File: src/rtl/rfifo_burst_drain_ctrl_if.sv
// Burst output stream of the async-FIFO read-side drain controller.
// Master drives data/valid/last; slave returns ready.
interface rfifo_burst_drain_ctrl_if #(
  parameter int DATASIZE = 8
);
  logic [DATASIZE-1:0] m_data;
  logic                m_valid;
  logic                m_ready;
  logic                m_last;

  modport master (
    output m_data,
    output m_valid,
    output m_last,
    input  m_ready
  );

  modport slave (
    input  m_data,
    input  m_valid,
    input  m_last,
    output m_ready
  );
endinterface

File: src/rtl/rfifo_burst_drain_ctrl.sv
// Read-domain async-FIFO controller: owns rptr, drains words as bursts.
// Optional partial-burst timeout: define RFIFO_DRAIN_TIMEOUT_EN.
module rfifo_burst_drain_ctrl #(
  parameter int ADDRSIZE       = 4,
  parameter int DATASIZE       = 8,
  parameter int BURST_LEN      = 4,
  parameter int TIMEOUT_CYCLES = 16
) (
  input  logic                rclk,
  input  logic                rrst_n,
  input  logic [ADDRSIZE:0]   rq2_wptr,
  input  logic [DATASIZE-1:0] rdata,
  input  logic                flush,
  output logic [ADDRSIZE-1:0] raddr,
  output logic [ADDRSIZE:0]   rptr,
  output logic                rempty,
  output logic                busy,
  rfifo_burst_drain_ctrl_if.master m
);

  localparam int PW = ADDRSIZE + 1;
  localparam logic [PW-1:0] BL = PW'(BURST_LEN);

  typedef enum logic [1:0] {
    S_IDLE,
    S_BURST,
    S_DONE
  } state_t;

  state_t              r_state;
  logic [PW-1:0]       r_rbin;
  logic [PW-1:0]       r_rptr;
  logic                r_rempty;
  logic [PW-1:0]       r_blen;
  logic [PW-1:0]       r_beats;
  logic [DATASIZE-1:0] r_mdata;
  logic                r_mvalid;
  logic                r_mlast;
  logic                r_busy;

  logic [PW-1:0]       w_wbin;
  logic [PW-1:0]       w_level;
  logic [PW-1:0]       w_rbin_nxt;
  logic [PW-1:0]       w_rgray_nxt;
  logic                w_full;
  logic                w_short;
  logic                w_start;
  logic                w_rd;
  logic                w_tmo;

  // Gray-to-binary of the synchronized write pointer
  always_comb begin
    w_wbin = '0;
    for (int i = 0; i < PW; i++) begin
      w_wbin[i] = ^(rq2_wptr >> i);
    end
  end

  assign w_level     = w_wbin - r_rbin;
  assign w_full      = (w_level >= BL);
  assign w_short     = (flush || w_tmo) && (w_level != '0);
  assign w_start     = w_full || w_short;
  assign w_rd        = (r_state == S_BURST)
                    && (!r_mvalid || m.m_ready)
                    && (r_beats < r_blen);
  assign w_rbin_nxt  = r_rbin + {{(PW-1){1'b0}}, w_rd};
  assign w_rgray_nxt = (w_rbin_nxt >> 1) ^ w_rbin_nxt;

`ifdef RFIFO_DRAIN_TIMEOUT_EN
  localparam int TW = $clog2(TIMEOUT_CYCLES + 1);
  logic [TW-1:0] r_tcnt;

  assign w_tmo = (r_tcnt == TW'(TIMEOUT_CYCLES));

  // Age a short idle backlog; clears on empty or burst start
  always_ff @(posedge rclk or negedge rrst_n) begin
    if (!rrst_n) begin
      r_tcnt <= '0;
    end else if (r_state != S_IDLE || w_level == '0 || w_start) begin
      r_tcnt <= '0;
    end else if (w_level < BL && !w_tmo) begin
      r_tcnt <= r_tcnt + 1'b1;
    end
  end
`else
  assign w_tmo = 1'b0;
`endif

  // Read pointer, its Gray image and the registered empty flag
  always_ff @(posedge rclk or negedge rrst_n) begin
    if (!rrst_n) begin
      r_rbin   <= '0;
      r_rptr   <= '0;
      r_rempty <= 1'b1;
    end else begin
      r_rbin   <= w_rbin_nxt;
      r_rptr   <= w_rgray_nxt;
      r_rempty <= (w_rgray_nxt == rq2_wptr);
    end
  end

  // Burst scheduler with registered stream outputs
  always_ff @(posedge rclk or negedge rrst_n) begin
    if (!rrst_n) begin
      r_state  <= S_IDLE;
      r_blen   <= '0;
      r_beats  <= '0;
      r_mdata  <= '0;
      r_mvalid <= 1'b0;
      r_mlast  <= 1'b0;
      r_busy   <= 1'b0;
    end else begin
      unique case (r_state)
        S_IDLE: begin
          if (w_start) begin
            r_state <= S_BURST;
            r_busy  <= 1'b1;
            r_blen  <= w_full ? BL : w_level;
            r_beats <= '0;
          end
        end
        S_BURST: begin
          if (w_rd) begin
            r_mdata  <= rdata;
            r_mvalid <= 1'b1;
            r_mlast  <= (r_beats + 1'b1 == r_blen);
            r_beats  <= r_beats + 1'b1;
            if (r_beats + 1'b1 == r_blen) begin
              r_state <= S_DONE;
            end
          end
        end
        S_DONE: begin
          if (m.m_ready) begin
            r_mvalid <= 1'b0;
            r_mlast  <= 1'b0;
            if (w_start) begin
              r_state <= S_BURST;
              r_blen  <= w_full ? BL : w_level;
              r_beats <= '0;
            end else begin
              r_state <= S_IDLE;
              r_busy  <= 1'b0;
            end
          end
        end
        default: begin
          r_state <= S_IDLE;
          r_busy  <= 1'b0;
        end
      endcase
    end
  end

  assign raddr     = r_rbin[ADDRSIZE-1:0];
  assign rptr      = r_rptr;
  assign rempty    = r_rempty;
  assign busy      = r_busy;
  assign m.m_data  = r_mdata;
  assign m.m_valid = r_mvalid;
  assign m.m_last  = r_mlast;

endmodule

File: src/flat_wrapper.sv
// flat-port wrapper written by rule: the top's interface ports become plain ports
module rfifo_burst_drain_ctrl_flat 
#(
  parameter int ADDRSIZE       = 4,
  parameter int DATASIZE       = 8,
  parameter int BURST_LEN      = 4,
  parameter int TIMEOUT_CYCLES = 16
)
  (rclk, rrst_n, rq2_wptr, rdata, flush, raddr, rptr, rempty, busy, m_m_data, m_m_valid, m_m_last, m_m_ready);
  rfifo_burst_drain_ctrl_if #(.DATASIZE(DATASIZE)) m_i ();
  input  logic rclk;
  input  logic rrst_n;
  input  logic [ADDRSIZE:0] rq2_wptr;
  input  logic [DATASIZE-1:0] rdata;
  input  logic flush;
  output logic [ADDRSIZE-1:0] raddr;
  output logic [ADDRSIZE:0] rptr;
  output logic rempty;
  output logic busy;
  output wire logic [$bits(m_i.m_data)-1:0] m_m_data;
  output wire logic [$bits(m_i.m_valid)-1:0] m_m_valid;
  output wire logic [$bits(m_i.m_last)-1:0] m_m_last;
  input wire logic [$bits(m_i.m_ready)-1:0] m_m_ready;
  assign m_m_data = m_i.m_data;
  assign m_m_valid = m_i.m_valid;
  assign m_m_last = m_i.m_last;
  assign m_i.m_ready = m_m_ready;
  rfifo_burst_drain_ctrl #(.ADDRSIZE(ADDRSIZE), .DATASIZE(DATASIZE), .BURST_LEN(BURST_LEN), .TIMEOUT_CYCLES(TIMEOUT_CYCLES)) u_core (.rclk(rclk), .rrst_n(rrst_n), .rq2_wptr(rq2_wptr), .rdata(rdata), .flush(flush), .raddr(raddr), .rptr(rptr), .rempty(rempty), .busy(busy), .m(m_i));
endmodule
File: config.mk
export PLATFORM = sky130hd
export DESIGN_NAME = rfifo_burst_drain_ctrl_flat
export DESIGN_NICKNAME = d
export VERILOG_FILES = /design/src/rtl/rfifo_burst_drain_ctrl_if.sv /design/src/rtl/rfifo_burst_drain_ctrl.sv /design/src/flat_wrapper.sv
export SDC_FILE = /design/constraint.sdc
export NUM_CORES = 1
export LEC_CHECK = 0
export ABC_AREA = 0
export CORE_MARGIN = 2
export CORE_UTILIZATION = 52
export CTS_CLUSTER_DIAMETER = 100
export DETAILED_ROUTE_END_ITERATION = 6
export PLACE_DENSITY = 0.92
export REMOVE_ABC_BUFFERS = 1
export SLEW_MARGIN = 20
export SYNTH_ARGS = -nofsm -noshare
export SYNTH_HDL_FRONTEND = slang
export SYNTH_SLANG_ARGS = --single-unit
File: constraint.sdc
create_clock -name rclk -period 7.9 [get_ports rclk]
set_input_delay 1.58 -clock rclk [delete_from_list [all_inputs] [get_ports rclk]]
set_output_delay 1.58 -clock rclk [all_outputs]
set_load 0.03 [all_outputs]
# After elaboration in Yosys (flattened, before gate mapping)
# Index checks and enable logic that the tools add are counted.
dict set report word_totals {
  register_bits 34
  in_bits 17
  word_cells 71
}
dict set report op_classes {
  addsub 3
  n_lt_le_gt_ge 2
  eq_ne 9
  muxes 23
  bitwise 2
  reduce_logical 22
}
# cell count
set op_table {}
lappend op_table {{two-way mux 5 bit} 6}
lappend op_table {{XOR reduction 5 bit} 5}
lappend op_table {{one-hot mux 5 bit (3 select lines)} 1}
lappend op_table {{equality test 5 bit} 2}
lappend op_table {{one-hot mux 5 bit (2 select lines)} 1}
lappend op_table {{two-way mux 2 bit} 4}
lappend op_table {{AND reduction 4 bit} 2}
lappend op_table {{two-way mux 1 bit} 7}
lappend op_table {{inequality test 2 bit (second input constant)} 3}
lappend op_table {{one-hot mux 2 bit (3 select lines)} 1}
lappend op_table {{AND reduction 3 bit} 2}
lappend op_table {{adder 5 x 1 -> 5 bit} 1}
lappend op_table {{adder 5 x 1 -> 5 bit (second input constant)} 1}
lappend op_table {{>= comparator 5 x 3 -> 1 bit (second input constant)} 1}
lappend op_table {{< comparator 5 bit} 1}
lappend op_table {{nonzero test 5 bit} 1}
lappend op_table {{subtractor 5 bit} 1}
lappend op_table {{bitwise XOR 4 x 5 -> 5 bit} 1}
lappend op_table {{inequality test 2 x 1 -> 1 bit (second input constant)} 2}
lappend op_table {{one-hot mux 1 bit (2 select lines)} 2}
lappend op_table {{AND reduction 2 bit} 2}
lappend op_table {{nonzero test 2 bit} 2}
lappend op_table {{logical AND 1 bit} 3}
lappend op_table {{one-hot mux 1 bit (3 select lines)} 1}
lappend op_table {{other kinds (7)} 8}

# Longest topological paths before layout
# Gate-level depths: netlist of run 1.
dict set report depth {
  ltp_word 8
  depth_mapped 13
}

# Worst setup path before layout of run 1
# Ideal clock, no wire load.
dict set report synth_timing {
  path_type {in2reg}
  from {input port rq2_wptr[4]}
  to {register u_core.r_state[0]}
  setup_time_ns 0.120
  arrival_time_ns 4.117
  required_ns 7.780
  slack_ns 3.664
  path_stages 12
  path_buffers 0
  path_cell_list {xor2_1 xnor2_1 xor2_1 xor2_1 ha_1 fa_1 nand2b_1 a21oi_1 a31oi_1 a31o_4 or3_1 and3_1}
}
dict set report synth_via {
  elab_chain_len 8
}
# item line_no
set synth_lines {}
lappend synth_lines {{start, declared} flat_wrapper.sv:13} ;# input logic [ADDRSIZE:0] rq2_wptr;
lappend synth_lines {{XOR reduction 5 bit} rfifo_burst_drain_ctrl.sv:55} ;# w_wbin[i] = ^(rq2_wptr >> i);
lappend synth_lines {{subtractor 5 bit *} rfifo_burst_drain_ctrl.sv:59} ;# assign w_level = w_wbin - r_rbin;
lappend synth_lines {{parallel branches: the longest is 2 deep, another holds >= comparator 5 x 3 -> 1 bit} --}
lappend synth_lines {{logical OR 1 bit *} rfifo_burst_drain_ctrl.sv:62} ;# assign w_start = w_full || w_short;
lappend synth_lines {{two-way mux 1 bit} rfifo_burst_drain_ctrl.sv:137} ;# if (w_start) begin
lappend synth_lines {{two-way mux 2 bit} rfifo_burst_drain_ctrl.sv:134} ;# if (m.m_ready) begin
lappend synth_lines {{one-hot mux 2 bit (3 select lines)} rfifo_burst_drain_ctrl.sv:113} ;# unique case (r_state)
lappend synth_lines {{end signal, assigned} rfifo_burst_drain_ctrl.sv:116} ;# r_state <= S_BURST;
lappend synth_lines {{end signal, assigned} rfifo_burst_drain_ctrl.sv:138} ;# r_state <= S_BURST;
lappend synth_lines {{end signal, assigned} rfifo_burst_drain_ctrl.sv:142} ;# r_state <= S_IDLE;
lappend synth_lines {{end, declared} rfifo_burst_drain_ctrl.sv:30} ;# state_t r_state;
# Mark *: on every way between the ends. The select of a mux whose other input is x is not followed.
# A chain may end at the register's enable or synchronous reset.

# Worst setup path in the final report of run 1
# Same ends and word-level chain as after synthesis.

==> flow_summary_export.csv, run 1 <==
group,metric,value,unit
drt,vias,1542,
yosys,synth_seq_cells,33,
grt,antenna_found_initial,0,
placed_design,port_buffers,37,
worst_setup_path,critPathArrivalTime,4.92,ns
timing,setup_viol,0,
grt,grt_max_degree,34,
timing,max_slew_margin,51.9,%
worst_setup_path,worst_setup_path_end_kind,"flop",
drt,drt_first_pass_iters,4,
clock_tree,post_cts_buffers,0,
final_layout,fillers,278,
drt,drtAntennaViolNets,0,
grt,grt_use_met1,28.0,%
floorplan,core_area,3660,µm²
worst_setup_path,r2r-start,"u_core.r_beats[1]",
hold_path,min-delay-start,"u_core.m.m_data[6]",
floorplan,die_w,65.5,µm
drt,routedWlPerCell,15.5,µm
yosys,synth_area_per_cell,10.4,µm²
yosys,syn_area,1970,µm²
placed_design,hpwlAfterDp,3180,µm
clock_tree,clk_latency,0.29,ns
floorplan,start_util,53.7,%
final_layout,antennaDiodeCount,0,
worst_setup_path,crit_fanout,8,
clock_tree,post_cts.resized_instances,0,
final_layout,finalNetCount,261,
grt,grt_pass1_wl,7470,µm
grt,grt_pass1_vias,1582,
worst_setup_path,startpoint,"rq2_wptr[4]",
drt,drt_iter0_drc,112,
grt,grt-ovfl-total,0,
yosys,yosysWarningCount,0,
worst_setup_path,worstPathRequired,8.09,ns
outcome,outcome,"complete, no violations",
floorplan,rows,22,
clock_tree,htreeDepth,2,
yosys,yosysTopAreaCell,"dfrtp_1",
timing,clock_skew,0.00754,ns
placed_design,place.gp.congestion,0.828,
clock_tree,cts_buffers,5,
timing,setup_tns,0,ns
placed_design,pre_cts_slack,2.84,ns
timing,hold_viol,0,
grt,track_usage,23.4,%
yosys,synth_cells,189,
worst_setup_path,critPathKind,"in2reg",
timing,rsz0062_at_grt,"false",
worst_setup_path,cp-start-kind,"input port",
grt,grtUsageMet2,40.9,%
clock_tree,clk_pin_slew,0.08,ns
floorplan,io_pins,38,
grt,gr-usage-met3,5.48,%
yosys,synth_cell_types,47,
yosys,synthTopCellsByArea,"dfrtp_1 (41%), ha_1 (7.6%), xnor2_1 (5.3%), xor2_1 (4.0%), inv_1 (3.4%)",
timing,layout_min_cycle_time,4.73,ns
flow_run,cap_violations,0,
power,power_leakage,0.00105,µW
floorplan,die-area,4290,µm²
timing,fmax,211,MHz
yosys,ys_seq_area_share,42.1,%
timing,tightest_slew,0.719,ns
hold_path,hp-class,"reg2reg",
clock_tree,cts_max_path_buffers,2,
clock_tree,cts_hold_buf,0,
yosys,yosysTopAreaCellShare,40.7,%
yosys,ys.flop_type,"dfrtp_1",
clock_tree,root_buffer,"clkbuf_8",
final_layout,multi_input_area,1050,µm²
final_layout,seq_area,827,µm²
final_layout,layout-drive-gt1-share,10.3,%
yosys,ys_async_sr_fraction,100,%
power,vdd_ir_drop_max,0.327,mV
timing,fin_ws,3.17,ns
power,power.density,511,nW/µm²
drt,wl,4350,µm
drt,viasPerCell,5.51,
timing,final_max_slew_viol_count,0,
floorplan,die_h,65.5,µm
drt,drc,0,
yosys,synth_edf_count,0,
clock_tree,cts_tree,"done",
timing,fin_crit_sh,59.9,%
grt,busiest_layer,"met2",
clock_tree,cts_sinks,33,
final_layout,area_growth,27.3,%
[critical path, cell delays in order]
cell and delay, ns:
clkdlybuf4s50_1 0.54, xor2_1 0.23, xnor2_1 0.18, xor2_1 0.34
xor2_1 0.15, ha_1 0.24, fa_1 0.42, nand2b_1 0.19
a21oi_1 0.14, a31oi_1 0.08, a31o_4 0.30, or3_1 0.34
and3_1 0.18
[placed cells by master, fill, tap and decap left out, types with 2 or more instances in the layout]
cell type	count
xnor2_1	12
nor2b_1	5
a21boi_0	2
mux2_2	5
o31ai_1	2
nor3_1	2
o21ai_0	8
nand3_1	9
inv_1	18
nor2_1	8
or3_1	3
nand2b_1	4
o2bb2ai_1	2
clkdlybuf4s50_1	37
ha_1	12
a21oi_1	9
a311o_1	3
dfrtp_1	32
nand2_1	8
xor2_1	9
a31oi_1	3
o21a_1	2
a21oi_2	2
mux2_1	4
nor3b_1	2
clkbuf_8	5
[flip-flops by register name (all words and copies together), names as in the netlist]
name              count
u_core.r_beats        5
u_core.rptr           4
u_core.r_rbin         5
u_core.m.m_data       8
u_core.m.m_valid      1
u_core.r_state        2
u_core.rempty         1
u_core.r_blen         5
u_core.m.m_last       1
u_core.busy           1
[final timing paths]
kind                                       to  slack, ns  cells after the start
min in group asynchronous    u_core.m.m_valid       1.68                      2
setup / recovery            u_core.r_state[0]       3.17                     13
setup reg to reg                u_core.rempty       4.39                     11
max in group asynchronous       u_core.rempty       5.88                      2
hold / removal             u_core.m.m_data[6]       0.49                      1
hold reg to reg            u_core.m.m_data[6]       0.49                      1
[area by class of cell]
class / count / area share, %
clock buffers: 5 / 2.75
well taps: 48 / 2.40
flip-flops and latches: 33 / 33.0
inverters: 19 / 2.85
clock inverters: 3 / 1.85
repair buffers: 38 / 15.1
multi-input cells: 134 / 42.0
[layer usage]
layer	vias to the layer above	share of wire, %	routed length [µm]
met5	-	0	0
met4	0	2.1	91
li1	750	-	-
met1	740	42	1830
met2	41	52	2250
met3	11	4.3	185
[logic make-up after synthesis]
kind of cell | count (synthesis) | share of synthesized area, %
XOR/XNOR | 22 | 10.2
buffers and inverters | 22 | 4.46
adder cells (fa/ha/maj) | 14 | 9.17
AO/OA/AOI/OAI | 45 | 17.0
AND/OR/NAND/NOR | 44 | 12.0
multiplexers | 9 | 5.16
flip-flops | 33 | 42.1
[stage by stage]
stage,instances,total power [µW],hold WS (ns),utilization (%),cell area (µm²)
after floorplan,186,880,0.460,-,1950
after global placement,272,1080,0.468,65.2,2390
after detailed placement,272,1110,0.476,65.2,2390
after CTS,280,1280,0.492,68.4,2500
after global routing,280,1370,0.531,68.4,2500
final,280,1280,0.488,68.4,2500
[Yosys cell counts, types with 3 or more instances]
master and instances:
nand2b_1 4, nand3_1 9, nand2_1 8, a311o_1 3, mux2_2 5, dfrtp_1 32
nor2b_1 5, ha_1 12, mux2_1 4, a21oi_1 9, or3_1 3, a31oi_1 3
o21ai_0 8, xor2_1 9, xnor2_1 12, nor2_1 8, inv_1 18
[where the power goes]
| group | internal, µW | total (µW) | switching (µW) |
|---|---|---|---|
| logic | 350 | 784 | 433 |
| registers | 254 | 333 | 79.2 |
| clock network | 94.3 | 161 | 67.1 |
| total | 699 | 1280 | 580 |
No activity file was read; power rests on OpenSTA's default activity.
==> run 2, diff against run 1 <==
Settings changed: CORE_UTILIZATION 52 to 47, PLACE_DENSITY 0.92 to 0.88.
Clock period 7.9 ns to 4.17 ns, I/O delays scaled along.
==> flow_summary_export.csv, run 2 (synthesis results as in run 1) <==
group,metric,value,unit
outcome,outcome,"complete, no violations",
timing,layout_min_cycle_time,3.85,ns
worst_setup_path,critical_path.max_stage_delay,0.55,ns
clock_tree,clk_pin_slew,0.07,ns
floorplan,die_h,68.7,µm
power,power_leakage,0.00106,µW
clock_tree,htreeDepth,2,
final_layout,finalNetCount,263,
worst_setup_path,crit_fanout,8,
worst_setup_path,critPathBufInv,1,
worst_setup_path,cp_common_cell,"xor2_1",
clock_tree,cts_max_path_buffers,2,
grt,grt-ovfl-total,0,
power,vdd_ir_drop_max,0.627,mV
final_layout,layout-drive-gt1-share,11.1,%
clock_tree,clk_latency,0.29,ns
timing,rsz0062_at_grt,"false",
timing,tightest_slew,0.511,ns
final_layout,antennaDiodeCount,0,
power,power.density,967,nW/µm²
floorplan,start_util,49.1,%
placed_design,place_area,2400,µm²
floorplan,io_pins,38,
grt,grt_max_degree,34,
grt,track_usage,19.8,%
floorplan,rows,23,
floorplan,core_area,4000,µm²
final_layout,final_cell_area,2520,µm²
timing,fmax,260,MHz
grt,grt_pass1_wl,6820,µm
placed_design,hpwlAfterDp,3170,µm
drt,viasPerCell,5.45,
final_layout,largest_reg_flops,8,
hold_path,hp-class,"reg2reg",
drt,vias,1547,
hold_path,hold_end,"u_core.m.m_data[4]",
final_layout,layout_commonest_cell,"clkdlybuf4s50_1",
worst_setup_path,path_delay_family,"XOR/XNOR gates",
final_layout,fillers,294,
worst_setup_path,slowest_stage,"clkdlybuf4s50_1",
timing,clock_skew,0.00999,ns
final_layout,area_growth,28.5,%
drt,drt_iter0_drc,45,
clock_tree,cts_sinks,33,
clock_tree,cts_buffers,5,
timing,setup_tns,0,ns
placed_design,port_buffers,37,
hold_path,whs_path_depth,1,
timing,hold_viol,0,
floorplan,die-area,4720,µm²
grt,antenna_found_initial,0,
worst_setup_path,critPathArrivalTime,4.02,ns
clock_tree,cts_hold_buf,0,
final_layout,post-route-util,63.1,%
worst_setup_path,r2r-end,"u_core.rempty",
drt,routedWlPerCell,14.6,µm
worst_setup_path,r2r_cells,11,
worst_setup_path,worst_setup_path_end_kind,"flop",
timing,fin_crit_sh,92.3,%
timing,final_max_slew_viol_count,0,
clock_tree,post_cts.resized_instances,0,
grt,grt_pass1_vias,1514,
hold_path,min-delay-start,"u_core.m.m_data[4]",
placed_design,place.gp.congestion,0.866,
timing,max_slew_margin,65.9,%
floorplan,die_w,68.7,µm
drt,wl,4140,µm
worst_setup_path,r2r-start,"u_core.r_beats[3]",
clock_tree,cts_tree,"done",
clock_tree,root_buffer,"clkbuf_8",
drt,drc,0,
clock_tree,post_cts_buffers,0,
drt,drt_first_pass_iters,4,
worst_setup_path,critPathKind,"in2reg",
timing,setup_viol,0,
worst_setup_path,worstPathRequired,4.34,ns
drt,drtAntennaViolNets,0,
flow_run,cap_violations,0,
final_layout,mostFrequentLayoutCells,"clkdlybuf4s50_1 (37), dfrtp_1 (32), inv_1 (18)",
worst_setup_path,worstPathCellList,"clkdlybuf4s50_1 -> xor2_1 -> xnor2_1 -> xor2_1 -> xor2_1 -> ha_1 -> fa_1 -> nand2b_1 -> a21oi_1 -> a31oi_1 -> a31o_4 -> or3_1 -> and3_1",
worst_setup_path,reg2reg_slack,1.06,ns
worst_setup_path,cp-start-kind,"input port",
-- run 2: cell type report --
cell class	count	area [µm²]	share of cell area, %
clock inverter	2	37.5	1.49
clock buffer	6	82.6	3.27
timing repair buffer	40	393	15.6
tap	50	62.6	2.48
multi-input combinational	134	1050	41.6
sequential	33	827	32.8
inverter	19	71.3	2.82
-- run 2: stage by stage --
| step | hold WS (ns) | setup WS (ns) | total power (µW) | instances |
|---|---|---|---|---|
| after floorplan | 0.460 | 0.680 | 1670 | 186 |
| after global placement | 0.468 | 0.150 | 2070 | 276 |
| after detailed placement | 0.480 | 0.0353 | 2120 | 276 |
| after CTS | 0.496 | 0.327 | 2450 | 284 |
| after global routing | 0.524 | 0.160 | 2630 | 284 |
| final | 0.491 | 0.320 | 2440 | 284 |
-- run 2: where the power goes --
part / total, µW / switching, µW / internal [µW]
registers: 626 / 145 / 482
logic: 1500 / 822 / 677
clock network: 315 / 121 / 194
total: 2440 / 1090 / 1350
-- run 2: worst max path at each step --
stage / startpoint / endpoint / slack [ns] / cells past startpoint
floorplan: rq2_wptr[4] / u_core.r_state[0] / 0.68 / 12
global route: rq2_wptr[4] / u_core.r_state[0] / 0.16 / 13
global placement: rq2_wptr[4] / u_core.r_state[0] / 0.15 / 13
detailed placement: rq2_wptr[4] / u_core.r_state[0] / 0.04 / 13
finish: rq2_wptr[4] / u_core.r_state[0] / 0.32 / 13
CTS: rq2_wptr[4] / u_core.r_state[0] / 0.33 / 13
-- run 2: per-layer routing --
metal	up-vias	part of all wire, %	global-route usage, %
met5	-	0	0
met4	0	1.0	7.75
met3	5	6.6	6.66
met2	43	50	33.2
met1	744	43	23.5
li1	755	-	-
